===== src/rtl/fir_coeff_loader.sv =====
// fir_coeff_loader: accepts a frame of NUM_TAPS coefficient words over a
// valid/ready stream into a shadow bank. Once the frame is complete, the
// bank is committed atomically to packed_coeffs. A one-cycle coeff_update
// pulse marks the first cycle in which the new bank is visible.
//
// Optional build macro FIR_COEFF_CHECKSUM_EN adds a CHECK state. In that
// build the frame carries one extra word, and the frame commits only if
// that word plus the modular sum of the coefficients is zero. A failed
// check sets the sticky error flag and leaves the bank untouched.
module fir_coeff_loader #(
    parameter int NUM_TAPS    = 4,
    parameter int COEFF_WIDTH = 8
) (
    input  logic                            clk,
    input  logic                            rst_n,
    input  logic                            start,
    input  logic                            abort,
    input  logic                            s_valid,
    output logic                            s_ready,
    input  logic [COEFF_WIDTH-1:0]          s_data,
    output logic [COEFF_WIDTH*NUM_TAPS-1:0] packed_coeffs,
    output logic                            coeff_update,
    output logic                            busy,
    output logic                            error
);

    localparam int IDX_W = (NUM_TAPS > 1) ? $clog2(NUM_TAPS) : 1;
    localparam logic [IDX_W-1:0] LAST_IDX = IDX_W'(NUM_TAPS - 1);

`ifdef FIR_COEFF_CHECKSUM_EN
    typedef enum logic [1:0] {IDLE, LOAD, CHECK, COMMIT} state_e;
`else
    typedef enum logic [1:0] {IDLE, LOAD, COMMIT} state_e;
`endif

    state_e                            state_q, state_d;
    logic [IDX_W-1:0]                  index_q, index_d;
    logic [COEFF_WIDTH-1:0]            shadow_q [NUM_TAPS];
    logic [COEFF_WIDTH-1:0]            shadow_d [NUM_TAPS];
    logic [COEFF_WIDTH*NUM_TAPS-1:0]   packed_q, packed_d;
    logic                              coeff_update_q, coeff_update_d;
    logic                              xfer;

`ifdef FIR_COEFF_CHECKSUM_EN
    logic [COEFF_WIDTH-1:0]            sum_q, sum_d;
    logic [COEFF_WIDTH-1:0]            check_sum;
    logic                              error_q, error_d;
`endif

    assign xfer = s_valid && s_ready;

    // State register: synchronous active-low reset returns the FSM to IDLE.
    // NOTE: sequential state uses non-blocking (<=) so every flop samples pre-edge values.
    always_ff @(posedge clk) begin
        if (!rst_n) begin
            state_q <= IDLE;
        end else begin
            state_q <= state_d;
        end
    end

    // Next-state logic: the frame walks through LOAD (and CHECK) to COMMIT;
    // abort drops back to IDLE.
    // NOTE: each combinational output gets a default first so no latch is inferred.
    always_comb begin
        state_d = state_q;
        unique case (state_q)
            IDLE: begin
                if (start) state_d = LOAD;
            end
            LOAD: begin
                if (abort) begin
                    state_d = IDLE;
                end else if (xfer && index_q == LAST_IDX) begin
`ifdef FIR_COEFF_CHECKSUM_EN
                    state_d = CHECK;
`else
                    state_d = COMMIT;
`endif
                end
            end
`ifdef FIR_COEFF_CHECKSUM_EN
            CHECK: begin
                if (abort) begin
                    state_d = IDLE;
                end else if (xfer) begin
                    state_d = (check_sum == '0) ? COMMIT : IDLE;
                end
            end
`endif
            COMMIT: begin
                state_d = IDLE;
            end
            default: begin
                state_d = IDLE;
            end
        endcase
    end

    // Output decode: words are accepted only while loading and not aborting.
    always_comb begin
`ifdef FIR_COEFF_CHECKSUM_EN
        s_ready = (state_q == LOAD || state_q == CHECK) && !abort;
`else
        s_ready = (state_q == LOAD) && !abort;
`endif
        busy = (state_q != IDLE);
    end

`ifdef FIR_COEFF_CHECKSUM_EN
    // Checksum candidate: the incoming word added to the running sum, modulo 2^COEFF_WIDTH.
    always_comb begin
        check_sum = sum_q + s_data;
    end
`endif

    // Datapath next values: fill the shadow bank, then copy it into the live bank on commit.
    always_comb begin
        index_d        = index_q;
        shadow_d       = shadow_q;
        packed_d       = packed_q;
        coeff_update_d = 1'b0;
`ifdef FIR_COEFF_CHECKSUM_EN
        sum_d          = sum_q;
        error_d        = error_q;
`endif
        unique case (state_q)
            IDLE: begin
                if (start) begin
                    index_d = '0;
`ifdef FIR_COEFF_CHECKSUM_EN
                    sum_d   = '0;
                    error_d = 1'b0;
`endif
                end
            end
            LOAD: begin
                if (xfer) begin
                    shadow_d[index_q] = s_data;
                    index_d = (index_q == LAST_IDX) ? '0 : index_q + IDX_W'(1);
`ifdef FIR_COEFF_CHECKSUM_EN
                    sum_d = check_sum;
`endif
                end
            end
`ifdef FIR_COEFF_CHECKSUM_EN
            CHECK: begin
                if (xfer && check_sum != '0) error_d = 1'b1;
            end
`endif
            COMMIT: begin
                for (int k = 0; k < NUM_TAPS; k++) begin
                    packed_d[COEFF_WIDTH*k +: COEFF_WIDTH] = shadow_q[k];
                end
                coeff_update_d = 1'b1;
            end
            default: begin
            end
        endcase
    end

    // Datapath registers: a reset mid-frame discards everything, including the shadow bank.
    // NOTE: the shadow storage is reset too, so a bank never exposes stale data after reset.
    always_ff @(posedge clk) begin
        if (!rst_n) begin
            index_q        <= '0;
            packed_q       <= '0;
            coeff_update_q <= 1'b0;
            for (int k = 0; k < NUM_TAPS; k++) shadow_q[k] <= '0;
`ifdef FIR_COEFF_CHECKSUM_EN
            sum_q          <= '0;
            error_q        <= 1'b0;
`endif
        end else begin
            index_q        <= index_d;
            packed_q       <= packed_d;
            coeff_update_q <= coeff_update_d;
            shadow_q       <= shadow_d;
`ifdef FIR_COEFF_CHECKSUM_EN
            sum_q          <= sum_d;
            error_q        <= error_d;
`endif
        end
    end

    assign packed_coeffs = packed_q;
    assign coeff_update  = coeff_update_q;
`ifdef FIR_COEFF_CHECKSUM_EN
    assign error = error_q;
`else
    assign error = 1'b0;
`endif

endmodule

===== config.mk =====
export PLATFORM = sky130hd
export DESIGN_NAME = fir_coeff_loader
export DESIGN_NICKNAME = d
export VERILOG_FILES = /design/src/rtl/fir_coeff_loader.sv
export SDC_FILE = /design/constraint.sdc
export NUM_CORES = 1
export LEC_CHECK = 0
export ABC_AREA = 1
export CAP_MARGIN = 20
export CORE_UTILIZATION = 58
export CTS_BUF_LIST = sky130_fd_sc_hd__clkbuf_4 sky130_fd_sc_hd__clkbuf_8
export DETAILED_ROUTE_END_ITERATION = 10
export PLACE_DENSITY = 0.92
export SLEW_MARGIN = 5
export SYNTH_ARGS = -nofsm -noshare
export SYNTH_HDL_FRONTEND = slang
export SYNTH_SLANG_ARGS = --single-unit

===== constraint.sdc =====
create_clock -name clk -period 2.23 [get_ports clk]
set_input_delay 0.223 -clock clk [delete_from_list [all_inputs] [get_ports clk]]
set_output_delay 0.223 -clock clk [all_outputs]
set_load 0.05 [all_outputs]

-- After elaboration in Yosys (flattened, before gate mapping)
Index checks and enable logic that the tools add are counted.
- register bits: 69
- input port bits: 13
- output and inout bits: 36
- word-level logic and storage cells: 41
- muxes and demuxes: 12
- add/subtract/negate cells: 1
- $lt $le $gt $ge: 2
- equality and inequality tests: 6
- bitwise gates (word level): 1
- reductions and logical operators: 11
- operators with widths (operator ; count):
    32-bit bitwise mux ; 1
    8-bit demux with 2-bit select ; 1
    2-bit two-way mux ; 6
    8-bit two-way mux ; 1
    2-bit one-hot mux with 2 select lines ; 2
    2-bit equality test (second input constant) ; 2
    1-bit logical AND ; 4
    2-bit inequality test (second input constant) ; 2
    2-bit AND reduction ; 2
    2-bit nonzero test ; 2
    3-bit greater-or-equal comparator (second input constant) ; 1
    3-bit by 1-bit < comparator with 1-bit output (second input constant) ; 1
    3-bit inequality test (second input constant) ; 1
    2-bit inverter with 3-bit output ; 1
    3-bit AND reduction ; 1
    2-bit by 1-bit adder with 2-bit output (second input constant) ; 1
    2-bit by 1-bit equality test with 1-bit output (second input constant) ; 1
    2-bit zero test ; 1
    1-bit zero test ; 1
    1-bit two-way mux ; 1

-- Longest topological paths before layout
- word-level depth: 7
- mapped depth: 7
- gate-level depth less buffers: 7

-- Least setup slack after synthesis
OpenSTA, ideal clock, no wires.
- path kind: register to register
- from: register state_q[1]
- to: register shadow_q[0] (netlist name)
- slack: 708 ps
- arrival time: 1406 ps
- data required time: 2114 ps
- cell stages (with the launch flop): 7
- clock period less this slack: 1522 ps
- path buffers: 0
- cell sequence: dfxtp_1 > inv_2 > nand2_1 > nor2_2 > nand2_2 > o21ai_0 > nor2_1
- word-level cells in the longest chain between the ends: 4
- ends and longest elaborated chain (element ; line ; text):
    start, declared ; 36 ; state_e state_q, state_d;
    start signal, assigned ; 58 ; state_q <= state_d;
    2-bit by 1-bit equality test with 1-bit output ; 105 ; s_ready = (state_q == LOAD) && !abort;
    1-bit logical AND ; 105 ;
    named net s_ready ; 19 ; output logic s_ready,
    1-bit logical AND ; 50 ; assign xfer = s_valid && s_ready;
    2-bit AND reduction (no line) ; - ;
    end signal, assigned ; 178 ; shadow_q <= shadow_d;
    end, declared ; 38 ; logic [COEFF_WIDTH-1:0] shadow_q [NUM_TAPS];
The timed path passes the listed nets, and every way through them passes these cells.
A chain may end at the register's enable or synchronous reset.

-- Worst setup path after layout
- from: register state_q[1]
- to: output port busy
- word-level cells in the longest chain between the ends: 1
- ends and longest elaborated chain (element ; line ; text):
    2-bit nonzero test ; 107 ; busy = (state_q != IDLE);
    end, declared ; 23 ; output logic busy,
No other way between the ends.

==> run summary <==
The run finished with clean final reports. The post-cts repair resize count was 0; the max-slew violation count was 0. The highest net fanout along the worst path was 3. After technology mapping, the gate count stands at 343.

The synthesized design contains 69 register bits. STA puts the critical path data arrival time at 1750 ps. The later pin in the worst-skew pair is clocked with a latency of 340 ps.

The proportion of netlist area held by the largest area contributor is 51.5%, and the number of failing setup endpoints in the final timing report is 0. The signal on the critical path passes through nor2_1 > inv_1 > clkdlybuf4s50_1. Using the TritonRoute via totals, the vias-per-cell ratio works out to 5.07.

TritonCTS built the clock tree. The post-synthesis adder-cell area fraction works out to 1.86%. By area, the combinational part of the netlist is dominated by simple AND/OR/NAND/NOR gates.

Number of fillers in the final layout: 351. The worst setup path is captured at an output pin. The count of different cell masters after synthesis is 24, and the async set or reset register ratio after synthesis is 0%. Setup repair after global routing left no endpoint under its margin. The logs give 0 for the initial antenna violation count and 2038 for the via count of the first global-routing pass. For the maximum number of pins on one net before global-route repair, the log shows 68. A synthesized cell averages 7.82 µm². The floorplan step defined a die boundary enclosing 0.00490 mm². The final wirelength was 5.39 mm; the mux cell area share after synthesis was 0%.

The biggest area contributor in the post-synthesis netlist is dfxtp_1. Summing all non-filler instances in the final layout gives an area of 0.00328 mm². The clock slew at the register clock pins of the worst setup and hold paths was 70 ps; the post-route worst hold slack was 448 ps.

Total clock buffers created by CTS: 9. The synthesized netlist devotes 24.1% of its cell area to simple gates. Cells with a size suffix above 1 make up 7.69% of the layout. The worst stage delay on the critical path is 790 ps, and the maximum clock insertion buffer count is 2. In this run the vertical extent of the chip is 70.0 µm.

The share of the yosys chip area belonging to registers came out at 51.5%. Once detail routing completed, the nets flagged for antenna violations numbered 0. STA classifies the critical path startpoint as a flip-flop. The logs give 0 for the count of unresolved DRC violations after routing and 0 for the max-capacitance violation count. The first-pass GRT wire length came out at 9.10 mm. In the final routed layout, each cell accounts on average for 12.2 µm. The effective utilization at floorplan was 60.8%. The final period demand of the worst path came out at 1970 ps. The worst setup path is of the flip-flop to output pin kind. The synthesized netlist devotes 12.6% of its cell area to compound gates. Final total power: 2.37 mW. At the pin with the least slew margin, the transition time is 560 ps. The Yosys step of the flow raised 0 warnings.

The tools report the number of placement rows as 24. For this run, the total global-route usage over all layers was measured as 23.8%. For this block, the initial DRC count from the detailed router was 151.

The post-synth net total came out at 360. The power density of the placed cells is 722 mW/mm², and the number of buffer cells added on primary ports is 47. The number of setup buffers added after CTS is 0.

The congestion estimate from routability-driven global placement came to 0.785. The final layout contains 403 nets. Detailed placement finished with a half-perimeter wire length of 3.34 mm.

Once placement finished, the instance area stood at 0.00309 mm². The tools report the total leakage power as 1.51 nW. Counting every sink on the clock net gives 69.

The synthesized netlist devotes 0% of its cell area to XOR and XNOR gates. Pin placement for this block handled 49 I/O pins. Root buffer cell: clkbuf_8.

The routed layout has 2243 vias. The final period utilization is 88.4%. The worst-case vdd ir drop was 0.445 mV; the die width was 70.0 µm. Ranked by instance count, the synthesized netlist is headed by nor2_1, dfxtp_1, nand2_1. The repair_antennas step left the layout with diodes totalling 0. The number of endpoints with negative hold slack in the final report is 0, and the final clock skew is 5.90 ps. After clock tree synthesis, the flow added hold-fix buffers numbering 0. The relative slew slack came out at 62.7%. The commonest register cell after synthesis was dfxtp_1.

Number of flops mapped to enable cells by yosys: 0. Yosys instantiated no cell more often than nor2_1. Sorting the synthesized cells by area gives the leading types as dfxtp_1, nor2_1, nand2_1. Setup total negative slack on the finished layout was measured at 0 ps. CTS built an H-tree with a depth of 3. Setup slack on the worst reg-to-reg path comes out at 730 ps. The run gives 0.507 GHz as the highest attainable clock frequency.

The min-delay analysis places its worst path in the category flip-flop to flip-flop. The pre-antenna-repair detailed-routing pass consisted of 4 iterations. The synthesized netlist occupies a cell area of 0.00268 mm². Standard cell with the maximum stage delay on the critical path: clkdlybuf4s50_1. For this run the aggregate overflow at the end of global routing stands at 0.

The post-synthesis to final-layout area growth was 22.3%; the core footprint was 0.00441 mm². For the worst setup path, the data required time is 2010 ps.
[metal layers]
| layer | track usage [%] | share of wire [%] |
|---|---|---|
| met3 | 4.91 | 4.7 |
| met2 | 39.1 | 48 |
| met1 | 29.6 | 46 |
| met4 | 11.8 | 2.0 |
| met5 | 0 | 0 |
[state kept, by name (all words and copies together) (netlist names)]
name and count:
state_q 2, coeff_update 1, index_q 2, shadow_q 32
packed_coeffs 32
[layout by cell type, fill, tap and decap left out, drive strengths merged]
| master | Yosys | routed |
|---|---|---|
| nor2 | 88 | 88 |
| dfxtp | 69 | 69 |
| nand2 | 56 | 56 |
| clkdlybuf4s50 | 0 | 45 |
| o21ai | 40 | 40 |
| inv | 33 | 33 |
| a21oi | 26 | 26 |
| clkbuf | 6 | 13 |
| ha | 4 | 4 |
| buf | 11 | 4 |
| nand3 | 3 | 3 |
| nand4 | 3 | 3 |
| clkinv | 1 | 2 |
| nor3 | 1 | 1 |
| a21boi | 1 | 1 |
| conb | 1 | 1 |
| bufinv | 0 | 1 |
[worst paths after layout]
path	start	to	depth (start not counted)
setup / recovery	state_q[1]	busy	3
hold / removal	shadow_q[10]	packed_coeffs[18]	2
setup reg to reg	state_q[1]	packed_coeffs[14]	5
hold reg to reg	shadow_q[10]	packed_coeffs[18]	2
[worst max-delay path, delay by kind of cell (launching register included)]
kind          cells  cell delay [ps]
buf+inv           2              850
flops             1              470
simple gates      1              100
[area by class of cell]
class                           count  area (µm²)  share of cell area (%)
Sequential cell                    69        1380                    42.1
Clock buffer                       13         154                    4.69
Tap cell                           52        65.1                    1.98
Inverter                           34         129                    3.93
Timing Repair Buffer               49         478                    14.6
Multi-Input combinational cell    223        1040                    31.7
Clock inverter                      2        35.0                    1.07
[where the power goes]
part / total, mW / leakage [nW] / switching (mW) / internal, mW
clock network: 0.973 / 0.101 / 0.414 / 0.559
logic: 0.141 / 0.847 / 0.0925 / 0.0485
registers: 1.25 / 0.557 / 0.00761 / 1.25
total: 2.37 / 1.51 / 0.514 / 1.85
[through the flow]
stage | setup WS (ps) | utilization, % | std cells
final | 258 | 74.3 | 442
after global routing | 164 | 74.3 | 442
after global placement | 636 | 70.1 | 427
after CTS | 246 | 74.3 | 442
after detailed placement | 580 | 70.1 | 427
after floorplan | 708 | - | 343
[logic make-up (layout without fill, tap and decap cells)]
family / count (synthesis) / after routing
AND/OR/NAND/NOR: 151 / 151
flip-flops: 69 / 69
AO/OA/AOI/OAI: 67 / 67
buffers and inverters: 51 / 98
other: 1 / 1
adder cells (fa/ha/maj): 4 / 4
No activity file was read; power rests on OpenSTA's default activity.
